**config.mk**
```make
export PLATFORM = sky130hd
export DESIGN_NAME = rr_arbiter_1hot
export DESIGN_NICKNAME = d
export VERILOG_FILES = /design/src/rtl/hbb_arb_pkg.sv /design/src/rtl/rr_pick_comb.sv /design/src/rtl/rr_arbiter_1hot.sv
export SDC_FILE = /design/constraint.sdc
export NUM_CORES = 1
export LEC_CHECK = 0
export BUFFER_PORTS_ARGS = -buffer_cell sky130_fd_sc_hd__buf_2
export CORE_UTILIZATION = 30
export CTS_BUF_LIST = sky130_fd_sc_hd__clkbuf_4 sky130_fd_sc_hd__clkbuf_8
export DETAILED_ROUTE_END_ITERATION = 8
export PLACE_DENSITY = 0.48
export SLEW_MARGIN = 20
export SYNTH_ARGS = -nofsm -noshare
export SYNTH_HDL_FRONTEND = slang
export SYNTH_SLANG_ARGS = --single-unit
```
**constraint.sdc**
```tcl
create_clock -name clk -period 7.55 [get_ports clk]
set_clock_uncertainty 0.05 [all_clocks]
set_input_delay 0.755 -clock clk [delete_from_list [all_inputs] [get_ports clk]]
set_output_delay 0.755 -clock clk [all_outputs]
set_load 0.01 [all_outputs]
```
**src/rtl/hbb_arb_pkg.sv**
```systemverilog
// Shared arbitration types and a behavioural reference picker for the one-hot mux arbiter.
// Holds the state encoding, default requester count and the rr_pick helper.
package hbb_arb_pkg;

    localparam int unsigned ARB_N_DEFAULT  = 8;
    localparam int unsigned ARB_IW_DEFAULT = $clog2(ARB_N_DEFAULT);

    typedef enum logic {
        ARB_IDLE,
        ARB_BUSY
    } arb_state_t;

    typedef struct packed {
        logic                      found;
        logic [ARB_IW_DEFAULT-1:0] idx;
    } arb_pick_t;

    // Linear rotating scan from ptr; bits set in exclude never win.
    function automatic arb_pick_t rr_pick(
        input logic [ARB_N_DEFAULT-1:0]  req,
        input logic [ARB_IW_DEFAULT-1:0] ptr,
        input logic [ARB_N_DEFAULT-1:0]  exclude
    );
        arb_pick_t   res;
        int unsigned j;
        res = '0;
        for (int unsigned k = 0; k < ARB_N_DEFAULT; k++) begin
            j = (int'(ptr) + k) % ARB_N_DEFAULT;
            if (!res.found && req[j] && !exclude[j]) begin
                res.found = 1'b1;
                res.idx   = ARB_IW_DEFAULT'(j);
            end
        end
        return res;
    endfunction

endpackage

```
**src/rtl/rr_pick_comb.sv**
```systemverilog
// Combinational rotating-priority finder: masks excluded requests, rotates by ptr
// through a doubled vector, then priority-encodes the lowest set bit.
module rr_pick_comb #(
    parameter int unsigned N  = 8,
    parameter int unsigned IW = $clog2(N)
) (
    input  logic [N-1:0]  req,
    input  logic [N-1:0]  excl,
    input  logic [IW-1:0] ptr,
    output logic          found,
    output logic [IW-1:0] idx
);

    logic [N-1:0]   masked;
    logic [2*N-1:0] dbl;
    logic [2*N-1:0] shifted;
    logic [N-1:0]   rot;
    logic [IW:0]    pos;
    logic [IW:0]    sum;

    always_comb begin
        masked  = req & ~excl;
        dbl     = {masked, masked};
        shifted = dbl >> ptr;
        rot     = shifted[N-1:0];
        found   = |rot;

        // Descending scan leaves pos at the lowest set bit of the rotated vector.
        pos = '0;
        for (int i = N - 1; i >= 0; i--) begin
            if (rot[i]) begin
                pos = (IW + 1)'(i);
            end
        end

        sum = pos + {1'b0, ptr};
        if (sum >= (IW + 1)'(N)) begin
            sum = sum - (IW + 1)'(N);
        end
        idx = sum[IW-1:0];
    end

endmodule

```
**src/rtl/rr_arbiter_1hot.sv**
```systemverilog
// Round-robin arbiter driving a one-hot mux select; grants are held until done.
// Optional ARB_LOCK_EN adds a lock input that keeps the grant across done.
module rr_arbiter_1hot
    import hbb_arb_pkg::*;
#(
    parameter int unsigned N  = ARB_N_DEFAULT,
    parameter int unsigned IW = $clog2(N)
) (
    input  logic          clk,
    input  logic          rst_n,
    input  logic [N-1:0]  req,
    input  logic          done,
`ifdef ARB_LOCK_EN
    input  logic          lock,
`endif
    output logic [N-1:0]  grant,
    output logic          grant_valid,
    output logic [IW-1:0] grant_idx
);

    arb_state_t    state_q;
    logic [IW-1:0] ptr_q;
    logic [N-1:0]  grant_q;
    logic [IW-1:0] idx_q;
    logic          valid_q;

    logic          lock_hold;
    logic          rearb;
    logic [IW-1:0] next_ptr;
    logic [IW-1:0] pick_ptr;
    logic [N-1:0]  pick_excl;
    logic          pick_found;
    logic [IW-1:0] pick_idx;

`ifdef ARB_LOCK_EN
    assign lock_hold = lock;
`else
    assign lock_hold = 1'b0;
`endif

    always_comb begin
        rearb     = (state_q == ARB_BUSY) && done && !lock_hold;
        next_ptr  = (idx_q == IW'(N - 1)) ? '0 : idx_q + 1'b1;
        // On re-arbitration the scan starts past the grantee and skips it.
        pick_ptr  = rearb ? next_ptr : ptr_q;
        pick_excl = rearb ? grant_q : '0;
    end

    rr_pick_comb #(
        .N  (N),
        .IW (IW)
    ) u_pick (
        .req   (req),
        .excl  (pick_excl),
        .ptr   (pick_ptr),
        .found (pick_found),
        .idx   (pick_idx)
    );

    always_ff @(posedge clk or negedge rst_n) begin
        if (!rst_n) begin
            state_q <= ARB_IDLE;
            ptr_q   <= '0;
            grant_q <= '0;
            idx_q   <= '0;
            valid_q <= 1'b0;
        end else begin
            case (state_q)
                ARB_IDLE: begin
                    if (pick_found) begin
                        grant_q <= {{(N-1){1'b0}}, 1'b1} << pick_idx;
                        idx_q   <= pick_idx;
                        valid_q <= 1'b1;
                        state_q <= ARB_BUSY;
                    end
                end
                ARB_BUSY: begin
                    if (rearb) begin
                        ptr_q <= next_ptr;
                        if (pick_found) begin
                            grant_q <= {{(N-1){1'b0}}, 1'b1} << pick_idx;
                            idx_q   <= pick_idx;
                        end else begin
                            grant_q <= '0;
                            idx_q   <= '0;
                            valid_q <= 1'b0;
                            state_q <= ARB_IDLE;
                        end
                    end
                end
                default: begin
                    state_q <= ARB_IDLE;
                    grant_q <= '0;
                    idx_q   <= '0;
                    valid_q <= 1'b0;
                end
            endcase
        end
    end

    assign grant       = grant_q;
    assign grant_valid = valid_q;
    assign grant_idx   = idx_q;

    a_grant_onehot0 : assert property (@(posedge clk) disable iff (!rst_n)
        $onehot0(grant_q));

    a_valid_matches : assert property (@(posedge clk) disable iff (!rst_n)
        valid_q == (|grant_q));

    a_idle_zero : assert property (@(posedge clk) disable iff (!rst_n)
        (state_q == ARB_IDLE) |-> (grant_q == '0 && idx_q == '0));

endmodule

```
## Word level (Yosys, flattened, before mapping)

Index checks and enable logic that the tools add are counted.

- $add $sub $neg: 3
- Magnitude comparators: 1
- Equality and inequality tests: 4
- Shifts and indexed selects: 2
- Multiplexer cells: 27
- Bitwise operators: 3
- Reduce and logical (&&, ||, !) cells: 4

Operators by type and width:

| kind | number |
|---|---|
| 2-to-1 mux 3 bit | 14 |
| 2-to-1 mux 8 bit | 4 |
| case mux 8 bit (2 select lines) | 1 |
| >> shifter 16 x 3 -> 8 bit | 1 |
| bitwise AND 8 bit | 1 |
| NOT 8 bit | 1 |
| OR reduction 8 bit | 1 |
| << shifter 1 x 3 -> 8 bit (first input constant) | 1 |
| case mux 3 bit (2 select lines) | 1 |
| 2-to-1 mux 1 bit | 5 |
| adder 3 x 3 -> 4 bit | 1 |
| greater-or-equal comparator 4 bit (second input constant) | 1 |
| != test 2 bit (second input constant) | 2 |
| case mux 1 bit (2 select lines) | 2 |
| adder 3 x 1 -> 3 bit (second input constant) | 1 |
| equality test 3 bit (second input constant) | 1 |
| AND reduction 3 bit | 1 |
| subtractor 3 x 1 -> 3 bit (second input constant) | 1 |
| != test 2 x 1 -> 1 bit (second input constant) | 1 |
| AND reduction 2 bit | 1 |
| logical AND 1 bit | 1 |
| NOT 1 bit | 1 |

- Register bits after elaboration: 16
- Input port bits: 11
- Logic and storage cells: 49

## Longest topological paths before layout

Gate-level depths: netlist of the first run.

- Depth in word-level cells: 20
- Depth in mapped cells: 16
- Gate-level depth less buffers: 16

## Cells and area by module

Synthesis of the first run repeated with hierarchy kept, for this count alone.

- Cells, all modules: 133
- Area, all modules: 1363.8 sq um

Modules (own cells, without submodules):

| module | instances | cells each | area an instance (sq um) |
|---|---|---|---|
| rr_arbiter_1hot | 1 | 66 | 762.0 |
| rr_pick_comb | 1 | 67 | 601.8 |

## Worst setup path after synthesis of the first run

No wires, ideal clock.

- Kind: input to register
- From: input port done
- To: register grant_q[2], in the netlist grant[2]
- Setup time: 0.066 ns
- Arrival time: 3.368 ns
- Required time: 7.434 ns
- Slack: 4.066 ns
- Cell stages on the path: 13
- Cells stage by stage: buf_6 a21bo_4 nand2_2 mux2i_1 mux2_2 nor3_1 a22oi_1 o211a_1 ha_1 inv_1 fa_1 nor4_1 a22o_1

- Word-level cells in the longest chain between the ends: 20
- Elaborated cells on any way between the ends: 27
- Those cells by class: add/sub (2); order compare (1); eq/ne (2); shift (2); mux (15); bitwise (2); reduce/logical (3)

Ends and longest elaborated chain:

| item | line | RTL |
|---|---|---|
| start: declaration | rr_arbiter_1hot.sv:12 | `input logic done,` |
| logical AND 1 bit * | rr_arbiter_1hot.sv:42 | `rearb = (state_q == ARB_BUSY) && done && !lock_hold;` |
| 2-to-1 mux 8 bit | rr_arbiter_1hot.sv:46 | `pick_excl = rearb ? grant_q : '0;` |
| NOT 8 bit | rr_pick_comb.sv:22 | `masked = req & ~excl;` |
| bitwise AND 8 bit | rr_pick_comb.sv:22 |  |
| >> shifter 16 x 3 -> 8 bit | rr_pick_comb.sv:24 | `shifted = dbl >> ptr;` |
| 2-to-1 mux 3 bit (8 in a row) | rr_pick_comb.sv:31 | `if (rot[i]) begin` |
| adder 3 x 3 -> 4 bit | rr_pick_comb.sv:36 | `sum = pos + {1'b0, ptr};` |
| greater-or-equal comparator 4 bit / subtractor 3 x 1 -> 3 bit (equally long branches) | rr_pick_comb.sv:37, rr_pick_comb.sv:38 |  |
| 2-to-1 mux 3 bit | rr_pick_comb.sv:37 | `if (sum >= (IW + 1)'(N)) begin` |
| << shifter 1 x 3 -> 8 bit | rr_arbiter_1hot.sv:71, rr_arbiter_1hot.sv:81 |  |
| 2-to-1 mux 8 bit | rr_arbiter_1hot.sv:80 | `if (pick_found) begin` |
| 2-to-1 mux 8 bit | rr_arbiter_1hot.sv:78 | `if (rearb) begin` |
| case mux 8 bit (2 select lines) | rr_arbiter_1hot.sv:68 | `case (state_q)` |
| end signal: assignment | rr_arbiter_1hot.sv:71 | `grant_q <= {{(N-1){1'b0}}, 1'b1} << pick_idx;` |
| end signal: assignment | rr_arbiter_1hot.sv:81 | `grant_q <= {{(N-1){1'b0}}, 1'b1} << pick_idx;` |
| end: declaration | rr_arbiter_1hot.sv:23 | `logic [N-1:0] grant_q;` |

Every way passes the cells marked *; elsewhere a longest branch is shown, timed or not. The select of a mux whose other input is x is not followed.
A chain may end at the register's enable or synchronous reset.

## Final worst setup path of the first run

- From: input port done
- To: register grant_q[6], in the netlist grant[6]

Same word-level chain as after synthesis.

==> results.py, run 1 <==
metrics = {
    "outcome": {
        "status": "complete, no violations",
    },
    "yosys": {
        "synth_cell_types": 55,
        "syn_avg_cell_area_um2": 9.50,
        "yosysWarnings": 0,
        "synth_edf_count": 0,
        "synth_cells": 155,
        "synth_seq_area_share": 0.272,
        "ys.flop_type": "dfrtp_1",
        "syn_area_um2": 1470,
        "ys_seq_elements": 16,
        "synthesis.nets": 170,
        "async_flop_share": 1.00,
    },
    "cells_and_area": {
        "final_cell_mix": "buf_2, nand2_1, dfrtp_1",
        "syn2layout_area_growth_pct": 11.7,
        "antenna_cells": 0,
        "nFillCells": 492,
        "final_common_cell": "buf_2",
        "nNetsFinal": 192,
        "layout-drive-gt1-share": 0.274,
        "final_util": 0.348,
    },
    "placement": {
        "place_congestion": 0.855,
        "io_buffers": 22,
        "place_hpwl_um": 2940,
        "place_ws_ps": 3400,
    },
    "clock_tree": {
        "cts.sinks": 16,
        "clock_path_buffers": 2,
        "post-cts-setup-buffers": 0,
        "h-tree-depth": 1,
        "cts_tree": "yes",
        "ctsResizeCount": 0,
        "cts_buffers": 3,
        "holdBufCountCts": 0,
        "cts_root_buf": "clkbuf_8",
        "path_clk_slew_ps": 60,
        "clk_latency_ps": 250,
    },
    "power": {
        "p_leak_nw": 0.730,
        "max-vdd-ir-drop_uv": 161,
        "cellPowerDensity_nw_per_um2": 511,
    },
    "global_route": {
        "grt_pass1_vias": 1242,
        "grt_pass1_wl_um": 6140,
        "grt_max_degree": 21,
        "antenna_found_initial": 0,
        "grt_usage": 0.150,
        "overflow": 0,
    },
    "sta": {
        "hold_viol": 0,
        "worstMarginPinSlew_ps": 1040,
        "setup_ws_ps": 3630,
        "rsz0062_at_grt": "false",
        "fin_crit_sh": 0.519,
        "max_freq_mhz": 255,
        "tns_ps": 0,
        "drv_slew": 0,
        "setup_violations": 0,
        "max_slew_margin": 0.300,
        "fin_crit_ps": 3920,
    },
    "setup_path": {
        "critPathRequiredTime_ps": 7690,
        "max_stage_delay_ps": 530,
        "cp.arrival_ps": 4060,
        "critPathLaunchType": "primary input",
        "path_cells": "buf_2, nand3_2, nand2_2, mux2i_1, mux2_2, nor3_1, a22oi_1, o211a_1, ha_1, inv_1, fa_1, nor4_1, a22o_1",
        "critical_path_class": "primary input to register",
        "crit_path_end_kind": "register",
        "cp_slowest_cell": "fa_1",
        "crit_fanout": 20,
    },
    "drt": {
        "routed_wl_um": 3710,
        "first_pass_iters": 4,
        "ant_nets": 0,
        "num_vias": 1331,
        "vias_per_cell": 5.50,
        "wl_per_cell_um": 15.3,
        "initialDrtViolationCount": 63,
        "drc": 0,
    },
    "floorplan": {
        "initial_core_util": 0.312,
        "die_y_um": 72.1,
        "io_pins": 23,
        "die_x_um": 72.1,
        "core_um2": 4720,
        "dieArea_um2": 5190,
        "core.rowCount": 25,
    },
    "hold_path": {
        "min_path_type": "primary input to async pin",
    },
    "job": {
        "cap_violations": 0,
    },
}
## cell families after synthesis
group           Yosys count  share of synthesized area
buf+inv                  11                     0.0595
compound gates           51                      0.280
mux                      13                     0.0977
simple gates             57                      0.220
xor+xnor                  2                     0.0221
flops                    16                      0.272
fa+ha+maj                 5                     0.0484
## layout make-up
class | instances | area (um^2) | area share
repair buffers | 22 | 110 | 0.0669
clock buffers | 3 | 41.3 | 0.0251
flip-flops and latches | 16 | 400 | 0.243
inverters | 6 | 25.0 | 0.0152
well taps | 67 | 83.8 | 0.0510
multi-input cells | 128 | 985 | 0.598
## worst max-delay path, delay by kind of cell
kind / cells / cell delay (ps)
AOI/OAI and AO/OA: 3 / 600
and+or+nand+nor: 4 / 950
adders and majority gates: 2 / 660
muxes: 2 / 670
buffers and inverters: 2 / 420
## worst paths after layout
kind | slack (ps) | startpoint | to | depth (start not counted)
max in group asynchronous | 6820 | rst_n | grant[3] | 1
setup reg to reg | 3670 | state_q | grant[6] | 12
setup / recovery | 3630 | done | grant[6] | 13
hold reg to reg | 490 | grant[6] | grant[6] | 1
hold / removal | 360 | rst_n | grant[7] | 1
min in group clk | 490 | grant[6] | grant[6] | 1
## power breakdown
part | internal (mW) | switching (mW) | leakage [nW]
Sequential | 0.118 | 0.0247 | 0.199
Clock | 0.0354 | 0.0276 | 0.0216
Combinational | 0.270 | 0.365 | 0.509
Total | 0.423 | 0.418 | 0.730
## per-stage QoR
stage	total power [mW]	instance area (um^2)	hold WS (ps)	instances
finish	0.841	1650	361	242
global route	0.918	1650	388	242
CTS	0.845	1650	375	242
detailed placement	0.776	1600	482	239
global placement	0.773	1600	478	239
floorplan	0.638	1470	409	155
## layer usage
layer | global-route usage | part of all wire
met1 | 0.206 | 0.47
met5 | 0 | 0
met4 | 0.0283 | 0.011
met3 | 0.0319 | 0.034
met2 | 0.244 | 0.48
## state kept, by name, summed over array words and instances (netlist names)
signal and flops:
state_q 1, grant_idx 3, grant 8, ptr_q 3
grant_valid 1
## cells in the mapped netlist, types with 2 or more instances
library cell	number	area, um^2
a211oi_1	3	22.5
a21o_1	2	15.0
a21oi_1	5	25.0
a22o_1	4	35.0
a22oi_1	4	30.0
a2bb2oi_1	2	17.5
a32o_1	2	20.0
a32oi_2	2	32.5
buf_6	2	22.5
dfrtp_1	16	400
ha_1	3	37.5
inv_1	4	15.0
mux2i_1	11	110
nand2_1	17	63.8
nand2b_1	4	25.0
nand3_1	11	55.1
nand3_2	3	30.0
nand4_1	4	25.0
nor2_1	7	26.3
nor3_1	2	10.0
o211ai_2	2	25.0
o21a_1	3	22.5
o21ai_0	6	30.0
o21ai_1	4	20.0
o32ai_1	2	17.5
No activity file was read; power rests on OpenSTA's default activity.
==> run 2, diff against run 1 <==
clock period = 3.8 ns   (was 7.55 ns; I/O delays follow)
==> run 2 against run 1 <==
Via count increased by 0.38%; sequential share of layout area fell by 1.1 points; flip-flop and latch count is the same; combinational power up 120%; global-route usage is 1.1 points higher; critical endpoint is now grant[3]; the flow now finishes with violations (negative hold slack).
==> results.py, run 2 (synthesis results as in run 1) <==
metrics = {
    "placement": {
        "place_congestion": 0.824,
        "place_ws_ps": 141,
        "io_buffers": 22,
        "place_hpwl_um": 3140,
    },
    "global_route": {
        "grt_pass1_wl_um": 6510,
        "grt_max_degree": 17,
        "grt_pass1_vias": 1286,
        "antenna_found_initial": 0,
        "overflow": 0,
        "grt_usage": 0.161,
    },
    "drt": {
        "initialDrtViolationCount": 69,
        "vias_per_cell": 5.37,
        "dr_wl_met3_um": 200,
        "num_vias": 1336,
        "met1_length_um": 1830,
        "routed_wl_um": 3960,
        "first_pass_iters": 4,
        "wl_met2_um": 1860,
        "wl_per_cell_um": 15.9,
        "drc": 0,
        "top_layer_used": "met4",
        "ant_nets": 0,
    },
    "floorplan": {
        "initial_core_util": 0.312,
        "core.rowCount": 25,
        "core_um2": 4720,
        "io_pins": 23,
        "die_x_um": 72.1,
        "die_y_um": 72.1,
        "dieArea_um2": 5190,
    },
    "clock_tree": {
        "holdBufCountCts": 0,
        "cts.sinks": 16,
        "path_clk_slew_ps": 70,
        "ctsResizeCount": 0,
        "cts_root_buf": "clkbuf_8",
        "h-tree-depth": 1,
        "post-cts-setup-buffers": 0,
        "clock_path_buffers": 2,
        "cts_buffers": 3,
        "clk_latency_ps": 250,
        "cts_tree": "yes",
    },
    "outcome": {
        "violations": "negative hold slack",
        "status": "finished, violations left",
    },
    "sta": {
        "fin_crit_sh": 0.951,
        "tns_ps": 0,
        "setup_violations": 0,
        "fin_crit_ps": 3610,
        "max_slew_margin": 0.587,
        "rsz0062_at_grt": "true",
        "drv_slew": 0,
        "worstMarginPinSlew_ps": 618,
        "setup_ws_ps": 186,
        "hold_viol": 9,
        "whs_ps": -4.66,
        "max_freq_mhz": 277,
    },
    "setup_path": {
        "max_stage_delay_ps": 460,
        "critPathLaunchType": "register",
        "timing.critical_path.mode_cell": "ha_1",
        "path_cells": "ha_1, ha_1, nor2_1, mux2i_4, inv_4, mux2_2, nor3_1, a22oi_1, o211a_1, ha_1, inv_1, fa_2, buf_4, nor3_2, a32o_1",
        "crit_fanout": 10,
        "cp_slowest_cell": "fa_2",
        "crit_path_end_kind": "register",
        "critical_path_class": "register to register",
        "critPathRequiredTime_ps": 3940,
        "cp.arrival_ps": 3750,
    },
    "cells_and_area": {
        "final_common_cell": "buf_2",
        "multi_input_area_um2": 1000,
        "final_cell_mix": "buf_2, nand2_1, dfrtp_1",
        "syn2layout_area_growth_pct": 17.1,
        "regArea_um2": 400,
        "antenna_cells": 0,
        "final_util": 0.365,
        "layout-drive-gt1-share": 0.324,
        "nNetsFinal": 198,
        "nFillCells": 503,
        "largest_reg_flops": 8,
    },
    "job": {
        "cap_violations": 0,
    },
    "power": {
        "p_leak_nw": 0.769,
        "cellPowerDensity_nw_per_um2": 1050,
        "max-vdd-ir-drop_uv": 364,
    },
    "hold_path": {
        "min_path_type": "primary input to async pin",
    },
}
run 2: changes by cell type in the layout (fill, tap and decap cells not counted), sizes merged:
| cell | before | now |
|---|---|---|
| buf | 22 | 28 |
| clkbuf | 3 | 4 |
run 2: worst paths after layout:
check / startpoint / end / slack (ps) / cells past startpoint
worst max-delay path: grant_idx[0] / grant[3] / 190 / 15
worst min-delay path: rst_n / ptr_q[1] / -5 / 1
worst max register to register: grant_idx[0] / grant[3] / 190 / 15
worst min register to register: grant[1] / grant[1] / 460 / 2
max in group asynchronous: rst_n / grant[3] / 3410 / 1
min in group clk: grant[1] / grant[1] / 460 / 2
run 2: layout make-up:
class | instances | area share
multi-input combinational | 128 | 0.583
sequential | 16 | 0.232
timing repair buffer | 28 | 0.0900
tap | 67 | 0.0486
clock buffer | 4 | 0.0319
inverter | 6 | 0.0145
run 2: stage by stage:
| stage | instances | hold slack [ps] | power (mW) | area [um^2] |
|---|---|---|---|---|
| finish | 249 | -4.66 | 1.81 | 1720 |
| global route | 249 | 9.90 | 1.97 | 1720 |
| CTS | 249 | 2.59 | 1.76 | 1700 |
| detailed placement | 245 | 278 | 1.59 | 1650 |
| global placement | 245 | 273 | 1.59 | 1650 |
| floorplan | 155 | 34.4 | 1.27 | 1470 |
run 2: power breakdown:
| part | switching (mW) | internal, mW | leakage, nW |
|---|---|---|---|
| Sequential | 0.0478 | 0.233 | 0.199 |
| Combinational | 0.759 | 0.612 | 0.541 |
| Clock | 0.0639 | 0.0920 | 0.0288 |
run 2: critical path: cells and delay by family, from the launching register on:
| family | cells | cell delay (ps) |
|---|---|---|
| AO/OA/AOI/OAI | 3 | 520 |
| flip-flops | 1 | 450 |
| adder cells (fa/ha/maj) | 4 | 1060 |
| AND/OR/NAND/NOR | 3 | 550 |
| multiplexers | 2 | 530 |
| buffers and inverters | 3 | 390 |
run 2: routing by layer:
metal | GRT usage | vias to the layer above
met1 | 0.227 | 633
met3 | 0.0347 | 6
met5 | 0 | -
met4 | 0.0349 | 0
met2 | 0.252 | 43
li1 | - | 654
==> run 3, diff against run 2 <==
ABC_AREA = 1   (was not set)
CAP_MARGIN = 20   (was not set)
PLACE_DENSITY = 0.47   (was 0.48)
==> run 3 against run 2 <==
The flow now finishes without violations; die area up 11%; setup slack better by 140 ps; sequential share of layout area down 1.5 points; cell area up 7.5%; clock power about the same; first-iteration DRC count up 17%; utilization down 0.68 points; register-to-register slack better by 140 ps.
==> results.py, run 3 <==
metrics = {
    "setup_path": {
        "cp_slowest_cell": "dfrtp_2",
        "critical_path_class": "register to register",
        "r2r-end": "grant[1]",
        "timing.critical_path.mode_cell": "nand2_1",
        "path_buf_inv": 3,
        "cp_num_cells": 20,
        "reg2reg_slack_ps": 330,
        "crit_fanout": 13,
        "reg2regPathDepth": 20,
        "critPathRequiredTime_ps": 3900,
        "critPathLaunchType": "register",
        "max_stage_delay_ps": 440,
        "path_cells": "ha_1, ha_1, o21ai_4, inv_2, nand2_1, nand2_1, nand2_1, nand2_1, nand2_1, nand2_1, a21boi_0, ha_1, inv_1, fa_1, xnor2_2, inv_1, nand3_1, nand2_2, nand2_1, nand2_1",
        "path_delay_family": "adder cells",
        "crit_path_end_kind": "register",
        "reg2reg_from": "grant_idx[0]",
        "cp.arrival_ps": 3570,
    },
    "sta": {
        "max_freq_mhz": 288,
        "fin_crit_sh": 0.913,
        "max_slew_margin": 0.751,
        "drv_slew": 0,
        "worstMarginPinSlew_ps": 373,
        "fin_crit_ps": 3470,
        "hold_viol": 0,
        "setup_violations": 0,
        "whs_ps": 448,
    },
    "clock_tree": {
        "cts_buffers": 3,
        "cts.sinks": 16,
        "cts_tree": "yes",
        "h-tree-depth": 1,
        "post-cts-setup-buffers": 0,
        "clk_latency_ps": 260,
        "clock_path_buffers": 2,
        "cts_root_buf": "clkbuf_8",
        "path_clk_slew_ps": 70,
    },
    "yosys": {
        "syn_area_um2": 1640,
        "synth_common_cells": "nand2_1, nand3_1, inv_1",
        "ys_seq_elements": 16,
        "synth.most_common_cell": "nand2_1",
        "yosysWarnings": 0,
        "synthesis.nets": 245,
        "ys.flop_type": "dfrtp_1",
        "synth_top_cell_by_area": "dfrtp_1",
        "synth_area_leaders": "dfrtp_1, nand2_1, nand3_1",
        "synth_cells": 230,
        "async_flop_share": 1.00,
        "syn_avg_cell_area_um2": 7.13,
        "synth_top_area_frac": 0.244,
        "synth_cell_types": 27,
        "synth_seq_area_share": 0.244,
        "synth_edf_count": 0,
    },
    "global_route": {
        "grt_pass1_wl_um": 7040,
        "antenna_found_initial": 0,
        "overflow": 0,
        "grt_usage": 0.151,
        "grt_pass1_vias": 1435,
        "grt_max_degree": 17,
    },
    "drt": {
        "top_layer_used": "met4",
        "vias_per_cell": 4.57,
        "met1_length_um": 1980,
        "routed_wl_um": 4040,
        "num_vias": 1473,
        "wl_per_cell_um": 12.5,
        "first_pass_iters": 4,
        "initialDrtViolationCount": 81,
        "wl_met2_um": 1930,
        "dr_wl_met3_um": 100,
        "ant_nets": 0,
        "drc": 0,
    },
    "cells_and_area": {
        "nFillCells": 569,
        "layout-drive-gt1-share": 0.306,
        "syn2layout_area_growth_pct": 13.1,
        "antenna_cells": 0,
        "final_cell_mix": "nand2_1, nand3_1, buf_2",
        "final_common_cell": "nand2_1",
        "nNetsFinal": 268,
        "largest_reg_flops": 8,
    },
    "floorplan": {
        "io_pins": 23,
        "core.rowCount": 26,
        "initial_core_util": 0.317,
        "die_y_um": 75.9,
        "die_x_um": 75.9,
        "core_um2": 5170,
        "dieArea_um2": 5760,
    },
    "placement": {
        "place_hpwl_um": 3300,
        "io_buffers": 22,
        "place_congestion": 0.817,
    },
    "hold_path": {
        "min_from": "grant_valid",
        "min_path_cells": 2,
        "hold-path-endpoint": "grant_valid",
        "min_path_type": "register to register",
    },
    "job": {
        "cap_violations": 0,
    },
    "power": {
        "cellPowerDensity_nw_per_um2": 943,
        "power_mw": 1.75,
        "p_leak_nw": 1.02,
        "max-vdd-ir-drop_uv": 308,
    },
    "outcome": {
        "status": "complete, no violations",
    },
}
==> run 3: final cells by class <==
type,instances,area (um^2),area share
clock buffers,4,55.1,0.0297
inverters,22,85.1,0.0459
multi-input cells,182,1070,0.575
flip-flops and latches,16,402,0.217
well taps,70,87.6,0.0473
repair buffers,28,158,0.0851
==> run 3: timing repair <==
| action | CTS | global route |
|---|---|---|
| hold endpoints to repair | 16 | 0 |
| setup endpoints to repair | 0 | 9 |
| hold buffers | 1 | 0 |
| resized for setup | 0 | 6 |
==> run 3: worst max-delay path by stage <==
| stage | start | end | slack [ps] |
|---|---|---|---|
| 2_1_floorplan | grant_idx[0] | grant[0] | 510 |
| 3_3_place_gp | grant_idx[0] | grant[2] | 290 |
| 3_5_place_dp | grant_idx[0] | grant[1] | 230 |
| 4_1_cts | grant_idx[0] | grant[1] | 210 |
| 5_1_grt | grant_idx[0] | grant[2] | -5 |
| 6_report | grant_idx[0] | grant[1] | 330 |
==> run 3: logic make-up (layout without fill, tap and decap cells) <==
family,Yosys count,count (layout),synth area share
and+or+nand+nor,164,164,0.531
buffers and inverters,32,54,0.124
DFF,16,16,0.244
AOI/OAI and AO/OA,13,13,0.0595
adders and majority gates,4,4,0.0351
xor gates and xnor gates,1,1,0.00534
==> run 3: through the flow <==
stage	setup WS [ps]	setup TNS [ps]	utilization	cell area [um^2]	std cells
2_1_floorplan	514	0	-	1640	230
3_3_place_gp	288	0	0.339	1760	317
3_5_place_dp	229	0	0.339	1760	317
4_1_cts	209	0	0.352	1820	322
5_1_grt	-4.93	-12.0	0.358	1850	322
6_report	331	0	0.358	1850	322
==> run 3: routing by layer <==
layer,track usage,vias to the layer above
li1,-,783
met1,0.204,663
met2,0.259,23
met3,0.0217,4
met4,0.0231,0
met5,0,-
==> run 3: worst reg2reg max path, cell delays in order (launching register included) <==
cell and delay (ps):
dfrtp_2 440, ha_1 210, ha_1 320, o21ai_4 330, inv_2 190, nand2_1 100, nand2_1 70, nand2_1 70
nand2_1 50, nand2_1 50, nand2_1 40, a21boi_0 160, ha_1 170, inv_1 50, fa_1 400, xnor2_2 190
inv_1 50, nand3_1 90, nand2_2 150, nand2_1 110, nand2_1 50
==> run 3: power breakdown <==
group / leakage, nW / switching, mW / internal (mW)
sequential: 0.201 / 0.0454 / 0.230
clock: 0.0288 / 0.0669 / 0.0922
combinational: 0.791 / 0.836 / 0.476
